**src/rtl/rv32_e_muldiv_unit_pkg.sv**
```systemverilog
// Shared ALU control codes and mul/div state type.
// Imported by the RV32M execute-stage unit and its bench.
package rv32_e_muldiv_unit_pkg;

  localparam int ALU_CONTROL_WIDTH = 5;

  localparam logic [4:0] ALU_ADD    = 5'd0;
  localparam logic [4:0] ALU_SUB    = 5'd1;
  localparam logic [4:0] ALU_AND    = 5'd2;
  localparam logic [4:0] ALU_OR     = 5'd3;
  localparam logic [4:0] ALU_MUL    = 5'd16;
  localparam logic [4:0] ALU_MULH   = 5'd17;
  localparam logic [4:0] ALU_MULHSU = 5'd18;
  localparam logic [4:0] ALU_MULHU  = 5'd19;
  localparam logic [4:0] ALU_DIV    = 5'd20;
  localparam logic [4:0] ALU_DIVU   = 5'd21;
  localparam logic [4:0] ALU_REM    = 5'd22;
  localparam logic [4:0] ALU_REMU   = 5'd23;

  typedef enum logic [1:0] {
    IDLE,
    MUL,
    DIV,
    DONE
  } muldiv_state_e;

  function automatic logic is_mul_op(
    input logic [4:0] op
  );
    return (op >= ALU_MUL) && (op <= ALU_MULHU);
  endfunction

  function automatic logic is_div_op(
    input logic [4:0] op
  );
    return (op >= ALU_DIV) && (op <= ALU_REMU);
  endfunction

endpackage

```
**src/rtl/rv32_e_div_core.sv**
```systemverilog
// Iterative radix-2 restoring unsigned divider datapath.
// One quotient bit per step; control lives in the parent.
module rv32_e_div_core (
  input  logic        clk_i,
  input  logic        rst_ni,
  input  logic        load_i,
  input  logic        step_i,
  input  logic [31:0] dividend_i,
  input  logic [31:0] divisor_i,
  output logic [31:0] quotient_o,
  output logic [31:0] remainder_o
);

  logic [31:0] r_quo;
  logic [31:0] r_rem;
  logic [31:0] r_dvs;
  logic [32:0] w_sh;
  logic        w_ge;
  logic [31:0] w_diff;

  assign w_sh   = {r_rem, r_quo[31]};
  assign w_ge   = w_sh >= {1'b0, r_dvs};
  // Only taken when w_sh >= divisor, so the result fits 32 bits.
  assign w_diff = w_sh[31:0] - r_dvs;

  always_ff @(posedge clk_i or negedge rst_ni) begin
    if (!rst_ni) begin
      r_quo <= '0;
      r_rem <= '0;
      r_dvs <= '0;
    end else if (load_i) begin
      r_quo <= dividend_i;
      r_rem <= '0;
      r_dvs <= divisor_i;
    end else if (step_i) begin
      r_rem <= w_ge ? w_diff : w_sh[31:0];
      r_quo <= {r_quo[30:0], w_ge};
    end
  end

  assign quotient_o  = r_quo;
  assign remainder_o = r_rem;

endmodule

```
**src/rtl/rv32_e_muldiv_unit.sv**
```systemverilog
// RV32M multi-cycle multiply/divide unit for the execute stage.
// Pipelined multiplier plus iterative divider; one-cycle done pulse.
module rv32_e_muldiv_unit
  import rv32_e_muldiv_unit_pkg::*;
#(
  parameter int MUL_STAGES = 2,
  parameter int DIV_ITERS  = 32
) (
  input  logic                         clk_i,
  input  logic                         rst_ni,
  input  logic                         start_i,
  input  logic [ALU_CONTROL_WIDTH-1:0] alu_control_i,
  input  logic [31:0]                  src_a_i,
  input  logic [31:0]                  src_b_i,
  input  logic                         flush_i,
  output logic                         busy_o,
  output logic                         done_o,
  output logic [31:0]                  result_o
);

  muldiv_state_e r_state;
  muldiv_state_e w_state_nxt;

  logic [4:0]  r_op;
  logic [32:0] r_opa;
  logic [32:0] r_opb;
  logic [5:0]  r_cnt;
  logic        r_spec;
  logic [31:0] r_spec_res;
  logic        r_neg_q;
  logic        r_neg_r;
  logic [31:0] r_result;
  logic [63:0] r_prod [MUL_STAGES];

  logic        w_accept;
  logic        w_is_mul;
  logic        w_sgn_a;
  logic        w_sgn_b;
  logic        w_sdiv;
  logic        w_bzero;
  logic        w_ovf;
  logic        w_spec;
  logic [31:0] w_spec_res;
  logic [31:0] w_abs_a;
  logic [31:0] w_abs_b;
  logic [63:0] w_prod;
  logic [31:0] w_quo;
  logic [31:0] w_rem;
  logic [31:0] w_div_res;
  logic [31:0] w_mul_res;
  logic        w_to_done;
  logic        w_div_load;
  logic        w_div_step;

  assign w_is_mul = is_mul_op(alu_control_i);
  assign w_accept = start_i && !flush_i
                 && (r_state == IDLE || r_state == DONE)
                 && (w_is_mul || is_div_op(alu_control_i));

  assign w_sgn_a = (alu_control_i == ALU_MUL)
                || (alu_control_i == ALU_MULH)
                || (alu_control_i == ALU_MULHSU);
  assign w_sgn_b = (alu_control_i == ALU_MUL)
                || (alu_control_i == ALU_MULH);

  assign w_sdiv  = (alu_control_i == ALU_DIV)
                || (alu_control_i == ALU_REM);
  assign w_bzero = src_b_i == 32'h0;
  assign w_ovf   = w_sdiv && src_a_i == 32'h8000_0000
                && src_b_i == 32'hFFFF_FFFF;
  assign w_spec  = w_bzero || w_ovf;

  always_comb begin
    w_spec_res = src_a_i;
    if (w_bzero) begin
      if (alu_control_i == ALU_DIV || alu_control_i == ALU_DIVU)
        w_spec_res = 32'hFFFF_FFFF;
    end else if (alu_control_i == ALU_DIV) begin
      w_spec_res = 32'h8000_0000;
    end else begin
      w_spec_res = 32'h0;
    end
  end

  assign w_abs_a = (w_sdiv && src_a_i[31]) ? -src_a_i : src_a_i;
  assign w_abs_b = (w_sdiv && src_b_i[31]) ? -src_b_i : src_b_i;

  // Low 64 bits of the 66-bit signed product are all any op selects.
  assign w_prod = 64'($signed(r_opa)) * 64'($signed(r_opb));

  assign w_div_load = w_accept && !w_is_mul && !w_spec;
  assign w_div_step = r_state == DIV && !r_spec && r_cnt != 6'd0;

  rv32_e_div_core u_div_core (
    .clk_i       (clk_i),
    .rst_ni      (rst_ni),
    .load_i      (w_div_load),
    .step_i      (w_div_step),
    .dividend_i  (w_abs_a),
    .divisor_i   (w_abs_b),
    .quotient_o  (w_quo),
    .remainder_o (w_rem)
  );

  assign w_mul_res = (r_op == ALU_MUL)
                   ? r_prod[MUL_STAGES-1][31:0]
                   : r_prod[MUL_STAGES-1][63:32];

  always_comb begin
    w_div_res = w_rem;
    unique case (1'b1)
      (r_op == ALU_DIV):  w_div_res = r_neg_q ? -w_quo : w_quo;
      (r_op == ALU_DIVU): w_div_res = w_quo;
      (r_op == ALU_REM):  w_div_res = r_neg_r ? -w_rem : w_rem;
      default:            w_div_res = w_rem;
    endcase
  end

  assign w_to_done = !flush_i
    && ((r_state == MUL && r_cnt == 6'd0)
     || (r_state == DIV && (r_spec || r_cnt == 6'd0)));

  always_ff @(posedge clk_i or negedge rst_ni) begin
    if (!rst_ni) r_state <= IDLE;
    else         r_state <= w_state_nxt;
  end

  always_comb begin
    w_state_nxt = r_state;
    if (flush_i) begin
      w_state_nxt = IDLE;
    end else begin
      unique case (r_state)
        IDLE: if (w_accept) w_state_nxt = w_is_mul ? MUL : DIV;
        MUL:  if (r_cnt == 6'd0) w_state_nxt = DONE;
        DIV:  if (r_spec || r_cnt == 6'd0) w_state_nxt = DONE;
        DONE: w_state_nxt = w_accept ? (w_is_mul ? MUL : DIV) : IDLE;
        default: w_state_nxt = IDLE;
      endcase
    end
  end

  always_ff @(posedge clk_i or negedge rst_ni) begin
    if (!rst_ni) begin
      r_op       <= '0;
      r_opa      <= '0;
      r_opb      <= '0;
      r_cnt      <= '0;
      r_spec     <= 1'b0;
      r_spec_res <= '0;
      r_neg_q    <= 1'b0;
      r_neg_r    <= 1'b0;
      r_result   <= '0;
      for (int i = 0; i < MUL_STAGES; i++) r_prod[i] <= '0;
    end else begin
      if (w_accept) begin
        r_op       <= alu_control_i;
        r_opa      <= {w_sgn_a & src_a_i[31], src_a_i};
        r_opb      <= {w_sgn_b & src_b_i[31], src_b_i};
        r_cnt      <= w_is_mul ? 6'(MUL_STAGES) : 6'(DIV_ITERS);
        r_spec     <= !w_is_mul && w_spec;
        r_spec_res <= w_spec_res;
        r_neg_q    <= w_sdiv && (src_a_i[31] ^ src_b_i[31]);
        r_neg_r    <= w_sdiv && src_a_i[31];
      end else if ((r_state == MUL || r_state == DIV)
                   && r_cnt != 6'd0) begin
        r_cnt <= r_cnt - 6'd1;
      end
      if (r_state == MUL) begin
        r_prod[0] <= w_prod;
        for (int i = 1; i < MUL_STAGES; i++) r_prod[i] <= r_prod[i-1];
      end
      if (w_to_done) begin
        if (r_state == MUL) r_result <= w_mul_res;
        else                r_result <= r_spec ? r_spec_res : w_div_res;
      end
    end
  end

  assign busy_o   = r_state == MUL || r_state == DIV;
  assign done_o   = r_state == DONE;
  assign result_o = r_result;

endmodule

```
**config.mk**
```make
export PLATFORM = sky130hd
export DESIGN_NAME = rv32_e_muldiv_unit
export DESIGN_NICKNAME = d
export VERILOG_FILES = /design/src/rtl/rv32_e_muldiv_unit_pkg.sv /design/src/rtl/rv32_e_div_core.sv /design/src/rtl/rv32_e_muldiv_unit.sv
export SDC_FILE = /design/constraint.sdc
export NUM_CORES = 2
export LEC_CHECK = 0
export CORE_ASPECT_RATIO = 0.75
export CORE_MARGIN = 2
export CORE_UTILIZATION = 56
export DETAILED_ROUTE_END_ITERATION = 12
export PLACE_DENSITY_LB_ADDON = 0.08
export SYNTH_ARGS = -nofsm -noshare
export SYNTH_HDL_FRONTEND = slang
export SYNTH_SLANG_ARGS = --single-unit
```
**constraint.sdc**
```tcl
create_clock -name clk_i -period 10.24 [get_ports clk_i]
set_input_delay 1.024 -clock clk_i [delete_from_list [all_inputs] [get_ports clk_i]]
set_output_delay 1.024 -clock clk_i [all_outputs]
set_load 0.02 [all_outputs]
```
* Word level (Yosys, flattened, before mapping)
Index checks and enable logic that the tools add are counted.
Cells by class: add/subtract/negate cells 6, multipliers 1, $lt $le $gt $ge 5, equality and inequality tests 18, multiplexer cells 26, bitwise operators 3, reduce and logical (&&, ||, !) cells 40
Operator list (count):
- two-way mux 32 bit | 15
- negation 32 bit | 4
- one-hot mux 32 bit (3 select lines) | 1
- equality test 32 bit, second input constant | 2
- multiplier 33 x 33 -> 64 bit | 1
- equality test 5 bit, second input constant | 10
- >= comparator 33 x 32 -> 1 bit | 1
- logical NOT 32 bit | 1
- subtractor 32 bit | 1
- logical AND 1 bit | 19
- two-way mux 6 bit | 3
- two-way mux 2 bit | 6
- >= comparator 5 bit, second input constant | 2
- <= comparator 5 bit, second input constant | 2
- logical OR 1 bit | 10
- inequality test 3 bit, second input constant | 3
- one-hot mux 2 bit (4 select lines) | 1
- logical NOT 6 bit | 1
- nonzero test 6 bit | 1
- subtractor 6 x 1 -> 6 bit, second input constant | 1
- equality test 2 bit, second input constant | 2
- logical NOT 1 bit | 4
- nonzero test 2 bit | 2
- AND reduction 3 bit | 1
- 4 further kinds | 5
Word-level totals: register bits after elaboration 370, output and inout port bits 34

* Depth between registers and ports, before layout
depth in word-level cells 8, gate-level depth with buffers 32, mapped depth without buffers 28

* Hierarchy
A second synthesis with hierarchy kept.
Second synthesis, totals: cell total of the unflattened synthesis 6517, area total of the unflattened synthesis 59102.9 sq um
Modules (own cells, without submodules):
- rv32_e_muldiv_unit | instances 1, cells an instance 5818, area an instance 52975.8 sq um
- rv32_e_div_core | instances 1, cells an instance 699, area an instance 6127.1 sq um

* Least setup slack after synthesis
OpenSTA, ideal clock, no wires.
path type reg-to-reg, from reg r_opa[32], to reg r_prod[127] (netlist name), arrival 7898 ps, data required time 10115 ps, slack 2217 ps, stages on the path, launching flop included 26, cells stage by stage dfrtp_1 -> clkbuf_1 -> nand2_1 -> inv_1 -> fa_1 -> fa_1 -> fa_1 -> inv_1 -> fa_1 -> inv_1 -> fa_1 -> fa_1 -> inv_1 -> fa_1 -> fa_1 -> inv_1 -> ha_1 -> a21o_1 -> a21o_1 -> a21o_1 -> a21o_1 -> a21o_1 -> a211oi_1 -> a21oi_1 -> xnor2_1 -> mux2_2
On the way: word-level cells in the longest chain between the ends 1
Ends and longest elaborated chain:
- start: declaration | line rv32_e_muldiv_unit.sv:25 | logic [32:0] r_opa;
- start signal: assignment | line rv32_e_muldiv_unit.sv:158 | r_opa <= {w_sgn_a & src_a_i[31], src_a_i};
- multiplier 33 x 33 -> 64 bit | line rv32_e_muldiv_unit.sv:89 | assign w_prod = 64'($signed(r_opa)) * 64'($signed(r_opb));
- end: declaration | line rv32_e_muldiv_unit.sv:33 | logic [63:0] r_prod [MUL_STAGES];
Every way passes these cells. A chain may end at the register's enable or synchronous reset.

* Final worst setup path
from reg r_opb[5], to reg r_prod[124] (netlist name)
On the way: word-level cells in the longest chain between the ends 1
Ends and longest elaborated chain:
- start: declaration | line rv32_e_muldiv_unit.sv:26 | logic [32:0] r_opb;
- start signal: assignment | line rv32_e_muldiv_unit.sv:159 | r_opb <= {w_sgn_b & src_b_i[31], src_b_i};
- multiplier 33 x 33 -> 64 bit | line rv32_e_muldiv_unit.sv:89
Every way passes these cells.

==> flow_results.org <==
** Die
- In this run the count of I/O pins placed on the die edge is 107.
- The initial utilization of the core area, before any placement, comes to 56.5%.
- Row generation in the floorplan step produced 102 rows.
- Core region area :: 0.103 mm2
- The floorplan step defined a die boundary enclosing 0.107 mm2.
- Die Y-Extent :: 284 um
- The die is 377 um wide.

** Clocking
- TritonCTS built the clock tree.
- After clock tree synthesis, the clock-pin slew on the worst setup and hold paths is 0.07 ns.
- Buffers inserted by post-CTS timing repair :: 0
- Deepest clock path buffer count :: 3
- CTS saw 370 sinks.
- Number of cells upsized or downsized after cts :: 0
- Hold-fix buffer count after cts :: 0
- Counting the buffers created by CTS gives 40.
- The H-tree was split into 2 levels.
- At the later pin of the worst-skew pair, clock insertion delay measures 0.60 ns.
- Clock tree root driver cell :: sky130_fd_sc_hd__clkbuf_16

** Logic synthesis
- Post-synth top cells :: sky130_fd_sc_hd__inv_1 (1181), sky130_fd_sc_hd__fa_1 (1126), sky130_fd_sc_hd__nand2_1 (956)
- The number of different library cells used by synthesis comes to 71.
- In the synthesized netlist the dominant register cell turns out to be sky130_fd_sc_hd__dfrtp_1.
- Synthesis-stage register bit count :: 370
- Cells after Synth :: 6342
- Summed over its instances, the top area cell type makes up 38.6% of the synthesized netlist area.
- Summed over all instances, the cell type with the most area after synthesis is sky130_fd_sc_hd__fa_1.
- In this run, synthesis inferred 0 flip-flops with an integrated enable.
- Sequential cells were found to cover 15.8% of the synthesized design area.
- After synthesis, the share of flip-flops with an asynchronous set or reset is 100%.
- Post-Synthesis Net Count :: 7796
- The mapped netlist covers 0.0584 mm2.
- Most used standard cell by instance count after synthesis :: sky130_fd_sc_hd__inv_1
- Yosys attributes the largest share of cell area to sky130_fd_sc_hd__fa_1 (39%), sky130_fd_sc_hd__dfrtp_1 (16%), sky130_fd_sc_hd__inv_1 (7.6%), sky130_fd_sc_hd__nand2_1 (6.1%), sky130_fd_sc_hd__and2_1 (5.8%).
- Synth warn :: 0
- The average instance in the mapped netlist occupies 9.21 um2.

** STA
- In the post-route analysis, the smallest setup slack over all paths is 1.09 ns.
- Least-Margin Pin Slew :: 1.34 ns
- Max Clock Freq :: 0.109 GHz
- Final-report setup violation count :: 0
- RSZ-0062 raised after global routing :: no
- Adding up every negative setup slack in the final design gives 0 ns.
- The worst path in the final design needs a cycle of 9.15 ns, including I/O delays and setup.
- Worst Skew :: 0.0483 ns
- Dividing the final minimum period by the clock period gives 89.3%.
- Worst max-slew margin expressed relative to the limit :: 10.8%
- Slew Limit Fails :: 0
- The count of final hold-check violations was 0.

** Global routing
- Entering global routing, the biggest net connects 153 pins.
- Aggregate global-route resource usage :: 33.6%
- The first global-routing pass estimated 274000 um of wire.
- After global routing the overflow that remains totals 0.
- The number of global-route vias before repair was 45331.
- The number of antenna violations at the first check in global routing was 9.

** Worst setup path
- Internal reg-to-reg setup slack :: 1.09 ns
- Critical Path Sink Type :: flop
- The largest single stage delay on the critical path is 1.10 ns.
- Crit Path Max Fanout :: 23
- Cell at the slowest stage of the critical path :: sky130_fd_sc_hd__dfrtp_1
- CP required :: 10.71 ns
- Critical Setup Path Class :: flop to flop
- The worst setup path is launched from a flop.
- At the worst endpoint, the arrival time is 9.62 ns.
- Critical path's most frequent cell :: sky130_fd_sc_hd__fa_1

** Route
- In the routed layout, each cell is associated on average with a via count of 5.69.
- 1st-pass router iterations :: 6
- In this run, the number of DRC markers left after iteration 0 of detailed routing was 3978.
- Summed over all layers, the routed wires come to 173000 um.
- Number of design rule violations left after detail routing :: 0
- In the final routed layout, each cell accounts on average for 22.6 um.
- For this block, the via count after detailed routing is 43422.
- Post-route ant nets :: 0

** Job
- Number of maximum-capacitance violations :: 0

** Final layout
- Fraction of final layout cells sized beyond drive strength 1 :: 5.52%
- # fillers :: 9146
- Nets :: 7706
- Sequential cell area :: 0.00926 mm2
- From synthesis to final layout, the design area changed by 6.18%.
- Multi-input gate area :: 0.0434 mm2

** Placed design
- Routability-driven placement finished with a final weighted congestion of 0.960.
- During placement, the flow inserted port buffers numbering 106.
- Once detailed placement completed, the half-perimeter wirelength came to 138000 um.
- Worst Setup Slack post-DPL :: 1.16 ns

** Status
- Status :: finished clean

** Min path
- Hold/Removal Path Class :: input pin to asynchronous set/reset pin
[path summary, 6_finish.rpt]
kind | start | to | cells after the start
min in group clk_i | r_op[4] | r_op[4] | 1
hold / removal | rst_ni | r_prod[81] | 1
setup / recovery | r_opb[5] | r_prod[124] | 28
max in group asynchronous | rst_ni | r_opb[15] | 3
hold reg to reg | r_op[4] | r_op[4] | 1
setup reg to reg | r_opb[5] | r_prod[124] | 28
[sequential cells by signal, indices dropped and copies added, names as in the netlist, 32 cells and up]
name and cells:
r_prod 128, r_opa 33, r_opb 33, r_spec_res 32, result_o 32, u_div_core.quotient_o 32, u_div_core.r_dvs 32, u_div_core.remainder_o 32
[layout make-up]
| class | instances | share of cell area [%] |
|---|---|---|
| antenna | 1 | 0.00403 |
| clock inverter | 21 | 0.349 |
| clock buffer | 51 | 1.76 |
| tap | 1352 | 2.73 |
| inverter | 1181 | 7.15 |
| sequential | 370 | 14.9 |
| multi-input combinational | 4439 | 70.0 |
| timing repair buffer | 220 | 3.12 |
[cells by family (layout without fill, tap and decap cells)]
| logic type | Yosys count | after routing | share of synthesized area (%) |
|---|---|---|---|
| AO/OA/AOI/OAI | 737 | 737 | 7.57 |
| XOR/XNOR | 199 | 199 | 2.98 |
| adder cells (fa/ha/maj) | 1381 | 1381 | 44.0 |
| buffers and inverters | 1533 | 1473 | 9.95 |
| flip-flops | 370 | 370 | 15.8 |
| multiplexers | 203 | 203 | 3.78 |
| other | 0 | 1 | 0 |
| AND/OR/NAND/NOR | 1919 | 1919 | 15.8 |
[layout by cell type, fill, tap and decap left out, types with 20 or more instances in the layout]
cell type | netlist | layout
sky130_fd_sc_hd__inv_1 | 1181 | 1181
sky130_fd_sc_hd__fa_1 | 1126 | 1126
sky130_fd_sc_hd__nand2_1 | 956 | 956
sky130_fd_sc_hd__and2_1 | 546 | 546
sky130_fd_sc_hd__dfrtp_1 | 370 | 368
sky130_fd_sc_hd__ha_1 | 255 | 254
sky130_fd_sc_hd__o21ai_0 | 244 | 244
sky130_fd_sc_hd__a21oi_1 | 212 | 212
sky130_fd_sc_hd__nor2_1 | 151 | 150
sky130_fd_sc_hd__mux2_2 | 143 | 143
sky130_fd_sc_hd__xnor2_1 | 128 | 128
sky130_fd_sc_hd__buf_4 | 0 | 113
sky130_fd_sc_hd__clkdlybuf4s50_1 | 0 | 105
sky130_fd_sc_hd__xor2_1 | 71 | 71
sky130_fd_sc_hd__mux2i_1 | 60 | 60
sky130_fd_sc_hd__nor2b_1 | 48 | 48
sky130_fd_sc_hd__nor3_1 | 49 | 48
sky130_fd_sc_hd__a21o_1 | 48 | 48
sky130_fd_sc_hd__a211oi_1 | 40 | 40
sky130_fd_sc_hd__clkbuf_16 | 0 | 40
sky130_fd_sc_hd__nand3_1 | 32 | 31
sky130_fd_sc_hd__nand2b_1 | 27 | 27
sky130_fd_sc_hd__o31ai_1 | 24 | 24
sky130_fd_sc_hd__o21ai_1 | 23 | 23
sky130_fd_sc_hd__nand4_1 | 20 | 20
[metrics by stage]
stage / hold WS (ns) / std cells / instance area (um2) / util, %
floorplan: 0.436 / 6342 / 58400 / -
global placement: 0.456 / 7562 / 60700 / 58.7
detailed placement: 0.456 / 7562 / 60700 / 58.7
CTS: 0.448 / 7634 / 62000 / 60.0
global route: 0.467 / 7634 / 62000 / 60.0
finish: 0.413 / 7635 / 62000 / 60.0
[critical path, delay by kind of cell, from the launching register on]
kind            cells  cell delay (ns)
compound gates      8             2.34
simple gates        2             0.28
xor+xnor            1             0.16
flops               1             1.10
mux                 1             0.26
fa+ha+maj           9             3.97
buf+inv             7             0.90
[per-layer routing]
metal | track usage [%] | share of wire, %
met1 | 50.9 | 45
met2 | 49.0 | 43
met3 | 6.32 | 8.8
met4 | 10.5 | 3.7
met5 | 0 | 0.036
Power is not shown: default switching activity piles up to over one toggle a cycle in this logic, so the estimate is an artifact.
